## config.mk

```make
export PLATFORM = sky130hd
export DESIGN_NAME = systolic_skew_feeder
export DESIGN_NICKNAME = d
export VERILOG_FILES = /design/src/rtl/systolic_skew_feeder.sv
export SDC_FILE = /design/constraint.sdc
export NUM_CORES = 1
export LEC_CHECK = 0
export CAP_MARGIN = 20
export CELL_PAD_IN_SITES_DETAIL_PLACEMENT = 1
export CELL_PAD_IN_SITES_GLOBAL_PLACEMENT = 1
export CORE_MARGIN = 2
export CORE_UTILIZATION = 36
export CTS_BUF_LIST = sky130_fd_sc_hd__clkbuf_8 sky130_fd_sc_hd__clkbuf_16
export DETAILED_ROUTE_END_ITERATION = 7
export GPL_TIMING_DRIVEN = 0
export PLACE_DENSITY = 0.77
export SETUP_SLACK_MARGIN = 0.1
export SYNTH_ARGS = -nofsm -noshare
export SYNTH_HDL_FRONTEND = slang
export SYNTH_SLANG_ARGS = --single-unit
```

## constraint.sdc

```tcl
create_clock -name clk -period 8.5 [get_ports clk]
set_clock_uncertainty 0.1 [all_clocks]
set_input_delay 2.55 -clock clk [delete_from_list [all_inputs] [get_ports clk]]
set_output_delay 2.55 -clock clk [all_outputs]
set_load 0.02 [all_outputs]
```

## src/rtl/systolic_skew_feeder.sv

```systemverilog
// ---------------------------------------------------------------------------
// systolic_skew_feeder
//
// Operand feeder for the edge of a systolic MAC array. A whole operand block
// (LANES lanes of DEPTH elements) is accepted in one load handshake, then
// streamed one element per lane per enabled step, element 0 first. Lane i is
// delayed by i steps so that operands reach successive PE rows/columns
// aligned. Outside a lane's window the lane outputs zero with valid low.
//
// Handshake: a load transfers on every rising edge where load_valid and
// load_ready are both 1. load_ready depends on state only; load_valid may be
// asserted at any time and is simply ignored while load_ready is 0. A start
// that coincides with load_valid in LOADED wins and that load is discarded.
//
// Ports
//   clk        clock, all state on rising edge
//   reset      asynchronous, active-high
//   load_valid load_data is valid
//   load_ready feeder can accept a block (IDLE or LOADED)
//   load_data  LANES*DEPTH*DATA_W; lane i at [(i+1)*DEPTH*DATA_W-1 -: ...],
//              element 0 in the top DATA_W bits of its lane field
//   start      begin streaming the held block (LOADED only)
//   enable     advance one step while streaming; 0 stalls
//   data_out   LANES*DATA_W; lane i at [(i+1)*DATA_W-1 -: DATA_W]
//   out_valid  per-lane element-valid flag
//   busy       streaming in progress
//   done       one-cycle pulse, coincident with return to IDLE
//   state_dbg  current FSM state (0 IDLE, 1 LOADED, 2 RUN)
// ---------------------------------------------------------------------------
module systolic_skew_feeder #(
  parameter int DATA_W = 8,
  parameter int DEPTH  = 7,
  parameter int LANES  = 4
) (
  input  logic                            clk,
  input  logic                            reset,
  input  logic                            load_valid,
  output logic                            load_ready,
  input  logic [LANES*DEPTH*DATA_W-1:0]   load_data,
  input  logic                            start,
  input  logic                            enable,
  output logic [LANES*DATA_W-1:0]         data_out,
  output logic [LANES-1:0]                out_valid,
  output logic                            busy,
  output logic                            done,
  output logic [1:0]                      state_dbg
);

  localparam int BLK_W  = LANES * DEPTH * DATA_W;
  localparam int LANE_W = DEPTH * DATA_W;
  localparam int LAST   = DEPTH + LANES - 2;
  // Wide enough to hold DEPTH+LANES-1, the largest window bound compared.
  localparam int T_W    = $clog2(DEPTH + LANES);

  typedef enum logic [1:0] {
    IDLE   = 2'd0,
    LOADED = 2'd1,
    RUN    = 2'd2
  } state_t;

  state_t             state_q, state_d;
  logic [T_W-1:0]     t_q, t_d;
  logic [BLK_W-1:0]   blk_q, blk_d;
  logic               done_q, done_d;

  // -------------------------------------------------------------------------
  // State register
  // -------------------------------------------------------------------------
  always_ff @(posedge clk or posedge reset) begin
    if (reset) begin
      state_q <= IDLE;
      t_q     <= '0;
      blk_q   <= '0;
      done_q  <= 1'b0;
    end else begin
      state_q <= state_d;
      t_q     <= t_d;
      blk_q   <= blk_d;
      done_q  <= done_d;
    end
  end

  // -------------------------------------------------------------------------
  // Next-state logic and state-derived handshake outputs
  // -------------------------------------------------------------------------
  always_comb begin
    state_d    = state_q;
    t_d        = t_q;
    blk_d      = blk_q;
    done_d     = 1'b0;
    load_ready = (state_q != RUN);
    busy       = (state_q == RUN);

    case (state_q)
      IDLE: begin
        if (load_valid) begin
          blk_d   = load_data;
          t_d     = '0;
          state_d = LOADED;
        end
      end
      LOADED: begin
        if (start) begin
          t_d     = '0;
          state_d = RUN;
        end else if (load_valid) begin
          blk_d = load_data;
        end
      end
      RUN: begin
        if (enable) begin
          if (t_q == T_W'(LAST)) begin
            t_d     = '0;
            state_d = IDLE;
            done_d  = 1'b1;
          end else begin
            t_d = t_q + T_W'(1);
          end
        end
      end
      default: begin
        state_d = IDLE;
        t_d     = '0;
      end
    endcase
  end

  assign done      = done_q;
  assign state_dbg = state_q;

  // -------------------------------------------------------------------------
  // Per-lane output mux, indexed by the step counter. Storage stays put
  // during RUN; lane i shows element k = t - i inside its window.
  // -------------------------------------------------------------------------
  for (genvar i = 0; i < LANES; i++) begin : g_lane
    logic [LANE_W-1:0] lane_field;
    logic [T_W-1:0]    k;
    logic              in_win;
    logic [DATA_W-1:0] sel;

    assign lane_field = blk_q[i*LANE_W +: LANE_W];
    // When t < i the subtraction wraps to at least 2^T_W-(LANES-1), which
    // always exceeds DEPTH, so one unsigned compare covers both bounds.
    assign k      = t_q - T_W'(i);
    assign in_win = (state_q == RUN) && (k < T_W'(DEPTH));

    always_comb begin
      sel = '0;
      for (int j = 0; j < DEPTH; j++) begin
        if (k == T_W'(j)) begin
          sel = lane_field[(DEPTH-1-j)*DATA_W +: DATA_W];
        end
      end
    end

    assign data_out[i*DATA_W +: DATA_W] = in_win ? sel : '0;
    assign out_valid[i]                 = in_win;
  end

endmodule
```

==> impl_results.md, run 1 <==
- Post-Syn Area per Cell: 12.5 um^2
- Share of cells above drive strength 1: 29.2%
- Synth cell count leaders: mux2_2, dfrtp_1, nor2_1
- R2R depth: 7
- Aggregate negative setup slack: 0 ns
- Die Height: 180 um
- Status: finished, final reports clean
- Hold Vio Cnt, Final: 0
- I/O Pins: 270
- Crit path cell chain: buf_4 > inv_1 > clkbuf_1 > ha_1 > xor2_2 > nand2b_1 > or3_1 > clkbuf_1 > o211ai_1 > nor2_1 > clkdlybuf4s50_1
- Reg2Reg Launch Point: t_q[1]
- Site Rows: 64
- Flop-to-flop setup slack: 6.26 ns
- Crit. Startpoint: t_q[2]
- Peak supply drop: 140 uV
- Slew Limit Fails: 0
- Clock buffer depth: 3
- CP Max Fanout: 12
- Routed wire length per instance: 23.9 um
- Fillcell total: 3152
- Period utilisation layout: 83.8%
- Most frequent CP cell: clkbuf_1
- Synthesized flop and latch total: 231
- Die width: 180 um
- Post-cts repair resize count: 0
- Pwr dens: 323 mW/mm^2
- Vias in the first global route: 9701
- Leakage: 6.10 nW
- First-pass GRT wire length: 58.7 mm
- Synth warn: 0
- Clk root buf: clkbuf_16
- Ys flop type: dfrtp_1
- WL final: 38.3 mm
- Critical path arrival: 4.47 ns
- Nets: 1424
- Drt drc: 0
- Starting Density: 36.4%
- Post-DP HPWL: 28.8 mm
- CTS Sinks: 231
- Stages on worst setup path: 11
- Via count: 8637
- Finish-stage setup viols: 0
- Fmax achieved: 140 MHz
- Synth area leader: dfrtp_1
- Cell count after synthesis: 887
- DRT iter0 DRCs: 605
- Post-DR vias/cell: 5.39
- Count leader, synth: mux2_2
- Post-synth EDFFs: 0
- GRT Overall Usage: 23.5%
- Reg clk slew, reported paths: 0.06 ns
- Clock Latency Late Sink: 0.53 ns
- Fin worst setup slack: 1.38 ns
- PortBufs: 269
- Post-synthesis sequential area ratio: 52.1%
- Reg-to-Reg End: t_q[2]
- Die area: 0.0322 mm^2
- Gr ovfl total: 0
- Layout area overhead: 37.1%
- Family with the most delay on the worst path: buffers and inverters
- Slowest-stage cell, CP: clkdlybuf4s50_1
- Antenna Nets Post-Route: 0
- Critical Path RT: 5.85 ns
- CTS Hold Buffers Added: 0
- Buf/Inv on CP: 5
- Top post-synthesis cells by area: dfrtp_1, mux2_2, mux2i_1, buf_2, o21ai_0
- Kind of start point of the critical path: flip-flop
- CTS Buf Count: 27
- CP endpoint: data_out[21]
- RePlAce Congestion: 0.832
- Worst slack at placement: 1.93 ns
- FFs w/ async S/R, synth: 100%
- Fin crit period: 7.12 ns
- Top cell type's share of synthesized area: 52.1%
- Max-slew headroom: 40.9%
- H-tree depth: 1
- CTS tree: done
- CP max stage delay: 0.65 ns
- Maxcap violations: 0
- Worst min path class: reg2reg
- Setup Buffers After CTS: 0
- RSZ-0062 raised after global routing: no
- Core Area: 0.0304 mm^2
- Worst slew pin tran: 0.886 ns
- WS Path Type: reg2out
- Synth unique cells: 58
- Area of the mapped netlist: 0.0111 mm^2
- CP endpoint kind: output pin
- Initial antenna violation count: 5
- Syn_nets: 1120
- Largest net degree at the start of global routing: 42
- Length of the first detailed-routing pass in iterations: 6
layout make-up:
cell class / count / area, um^2 / area share (%)
Sequential cell: 231 / 5780 / 38.0
Multi-Input combinational cell: 577 / 4890 / 32.1
Timing Repair Buffer: 275 / 2810 / 18.5
Clock buffer: 30 / 717 / 4.71
Tap cell: 396 / 495 / 3.26
Buffer: 65 / 372 / 2.44
Clock inverter: 12 / 81.3 / 0.535
Inverter: 14 / 56.3 / 0.370
Antenna cell: 2 / 5.00 / 0.0329
worst min-delay path by stage:
stage	endpoint	slack [ns]	cells after the start	from
after floorplan	blk_q[223]	0.37	1	blk_q[223]
after global placement	blk_q[94]	0.38	1	blk_q[94]
after detailed placement	blk_q[116]	0.39	1	blk_q[116]
after CTS	blk_q[116]	0.40	1	blk_q[116]
after global routing	blk_q[180]	0.41	1	blk_q[180]
final	blk_q[27]	0.40	1	blk_q[27]
power by group:
part | total, mW | internal, mW | switching (mW)
Combinational | 1.87 | 0.959 | 0.911
Clock | 1.07 | 0.625 | 0.450
Sequential | 1.97 | 1.65 | 0.314
Total | 4.91 | 3.23 | 1.67
metrics by stage:
stage | hold WS [ns] | power [mW] | cell area [um^2] | utilization, % | std cells
after floorplan | 0.369 | 3.14 | 11100 | - | 887
after CTS | 0.402 | 4.94 | 15200 | 50.0 | 1600
after global placement | 0.382 | 3.72 | 14300 | 46.9 | 1552
after global routing | 0.415 | 5.19 | 15200 | 50.0 | 1601
after detailed placement | 0.388 | 3.83 | 14400 | 47.3 | 1558
final | 0.401 | 4.91 | 15200 | 50.0 | 1602
layer usage:
| layer | GRT usage (%) | wire [um] | vias to the layer above |
|---|---|---|---|
| met5 | 0 | 41 | - |
| met4 | 7.48 | 1360 | 6 |
| met3 | 4.03 | 1850 | 82 |
| met2 | 40.2 | 18600 | 280 |
| met1 | 30.5 | 16400 | 4415 |
| li1 | - | - | 3854 |
flip-flops by register name (all words and copies together), names as in the netlist:
signal / count
blk_q: 224
t_q: 4
done: 1
state_dbg: 2
cells in the final DEF, fill, tap and decap left out, drive strengths merged, types with 7 or more instances in the layout:
| cell type | instances |
|---|---|
| o21ai | 36 |
| nand2 | 37 |
| clkbuf | 40 |
| a222oi | 10 |
| nand2b | 9 |
| nor3 | 28 |
| nand3 | 10 |
| clkdlybuf4s50 | 269 |
| nor2 | 47 |
| buf | 61 |
| dfrtp | 231 |
| a22oi | 8 |
| a221oi | 7 |
| mux2 | 236 |
| o22ai | 15 |
| a21oi | 34 |
| mux2i | 21 |
| o2bb2ai | 12 |
| inv | 21 |
kinds of logic after synthesis:
kind of cell | after synthesis | share of synthesized area (%)
xor gates and xnor gates | 2 | 0.293
buffers and inverters | 79 | 3.82
adders and majority gates | 4 | 0.451
and+or+nand+nor | 151 | 6.63
muxes | 261 | 26.8
AOI/OAI and AO/OA | 159 | 9.89
DFF | 231 | 52.1
Note: power is estimated with default switching activity, not from simulation.
==> run 2, diff against run 1 <==
- clock period: 8.5 -> 6.4 ns (I/O delays scaled with it)
==> run 2 against run 1 <==
  * Critical path depth unchanged
  * Clock-buffer cell count is the same
  * Sequential power up 32%
  * Clock power rose by 34%
  * Via count hardly changed
  * Largest power group unchanged
  * Highest routed layer unchanged
==> impl_results.md, run 2 (synthesis results as in run 1) <==
- Antenna Nets Post-Route: 0 (unchanged)
- Worst min path class: reg2reg (unchanged)
- Clock Latency Late Sink: 0.53 ns (about the same)
- Status: finished, final reports clean (unchanged)
- Layout area overhead: 37.3% (was 37.1%)
- Die width: 180 um (unchanged)
- Drt drc: 0 (unchanged)
- Starting Density: 36.4% (unchanged)
- Core Area: 0.0304 mm^2 (unchanged)
- Clock buffer depth: 3 (unchanged)
- Fin crit period: 6.11 ns
- Initial antenna violation count: 5 (unchanged)
- Reg clk slew, reported paths: 0.06 ns (about the same)
- WS Path Type: reg2out (unchanged)
- Post-route non-filler standard cell count: 1602 (unchanged)
- Die Height: 180 um (unchanged)
- Hold Vio Cnt, Final: 0 (unchanged)
- Most frequent cells in the layout: clkdlybuf4s50_1, mux2_2, dfrtp_1 (unchanged)
- Biggest register: blk_q (unchanged)
- Final Total Pwr: 6.53 mW (was 4.91 mW)
- CTS Sinks: 231 (unchanged)
- Largest register FFs: 224 (unchanged)
- Slew Limit Fails: 0 (unchanged)
- First-pass GRT wire length: 58.8 mm (was 58.7 mm)
- I/O Pins: 270 (unchanged)
- Hold Path Stages: 1 (unchanged)
- PortBufs: 269 (unchanged)
- Period utilisation layout: 95.5%
- Share of cells above drive strength 1: 29.5% (was 29.2%)
- Aggregate negative setup slack: 0 ns (unchanged)
- H-tree depth: 1 (unchanged)
- Dpl cells: 1558 (unchanged)
- Peak supply drop: 187 uV (was 140 uV)
- CTS tree: done (unchanged)
- Gr ovfl total: 0 (unchanged)
- Critical path arrival: 4.09 ns (was 4.47 ns)
- Maxcap violations: 0 (unchanged)
- CP Max Fanout: 12 (unchanged)
- Register area: 0.00578 mm^2 (unchanged)
- Length of the first detailed-routing pass in iterations: 6 (unchanged)
- Routed wire length per instance: 24.0 um (was 23.9 um)
- Max-slew headroom: 39.7% (was 40.9%)
- Fmax achieved: 164 MHz
- Largest net degree at the start of global routing: 42 (unchanged)
- Pwr dens: 429 mW/mm^2 (was 323 mW/mm^2)
- Multi-input gate area: 0.00491 mm^2 (was 0.00489 mm^2)
- DRT iter0 DRCs: 594 (was 605)
- Clk root buf: clkbuf_16 (unchanged)
- Vias in the first global route: 9695 (was 9701)
- Fillcell total: 3151 (was 3152)
- CP endpoint kind: output pin (unchanged)
- CTS Buf Count: 27 (unchanged)
- Leakage: 6.11 nW (was 6.10 nW)
- Post-DR vias/cell: 5.39 (about the same)
- Via count: 8633 (was 8637)
- Post-DP HPWL: 28.8 mm (unchanged)
- CTS Hold Buffers Added: 0 (unchanged)
- WL final: 38.4 mm (was 38.3 mm)
- Die area: 0.0322 mm^2 (unchanged)
- Critical Path RT: 4.38 ns (was 5.85 ns)
- RSZ-0062 raised after global routing: yes (was no)
- Commonest non-fill, non-tap cell in the layout: clkdlybuf4s50_1 (unchanged)
- Worst slew pin tran: 0.904 ns (was 0.886 ns)
- Kind of start point of the critical path: flip-flop (unchanged)
- Finish-stage setup viols: 0 (unchanged)
- Nets: 1424 (unchanged)
- GRT Overall Usage: 23.6% (was 23.5%)
- RePlAce Congestion: 0.832 (unchanged)
- Setup Buffers After CTS: 0 (unchanged)
- Site Rows: 64 (unchanged)
- R2R depth: 7 (unchanged)
## run 2: layout make-up
| type | count | share of cell area (%) |
|---|---|---|
| diodes | 2 | 0.0329 |
| inverters | 14 | 0.370 |
| multi-input cells | 577 | 32.2 |
| clock buffers | 30 | 4.71 |
| repair buffers | 275 | 18.5 |
| well taps | 396 | 3.25 |
| clock inverters | 12 | 0.534 |
| plain buffers | 65 | 2.46 |
| flip-flops and latches | 231 | 37.9 |
## run 2: metrics by stage
step	worst slack (ns)	utilization [%]	instance area [um^2]	hold WS (ns)
final	0.290	50.1	15200	0.401
after global placement	-0.556	46.9	14300	0.382
after detailed placement	0.458	47.3	14400	0.388
after floorplan	1.36	-	11100	0.369
after global routing	0.0981	50.0	15200	0.415
after CTS	0.166	50.0	15200	0.402
## run 2: path summary, 6_finish.rpt
kind	start	slack, ns	to
max	t_q[2]	0.29	data_out[21]
min	blk_q[27]	0.40	blk_q[27]
max reg2reg	t_q[1]	4.17	t_q[2]
min reg2reg	blk_q[27]	0.40	blk_q[27]
max in group asynchronous	reset	3.61	blk_q[174]
min in group asynchronous	reset	1.59	blk_q[15]
## run 2: timing repair
action                     CTS  global route
cloned                       0             0
resized for setup            2             6
setup endpoints to repair   16            16
pin swaps                    0             0
## run 2: worst max-delay path, stage by stage, from the launching register on
cell and delay (ns):
dfrtp_1 0.38, buf_4 0.17, inv_1 0.21, buf_2 0.35
ha_2 0.35, xor2_4 0.34, nand2b_1 0.25, or3_1 0.14
clkbuf_1 0.36, o211ai_1 0.17, nor2_1 0.20, clkdlybuf4s50_1 0.65
## run 2: where the power goes
group / total [mW] / switching [mW] / internal [mW]
Clock: 1.43 / 0.597 / 0.830
Combinational: 2.49 / 1.22 / 1.28
Sequential: 2.61 / 0.417 / 2.19
Total: 6.53 / 2.23 / 4.30
## run 2: layer usage
layer	vias up	share of wire, %	track usage, %
met1	4401	43	30.5
met4	6	3.6	7.48
met5	-	0.11	0
met2	286	49	40.2
li1	3856	-	-
met3	84	5.1	4.03
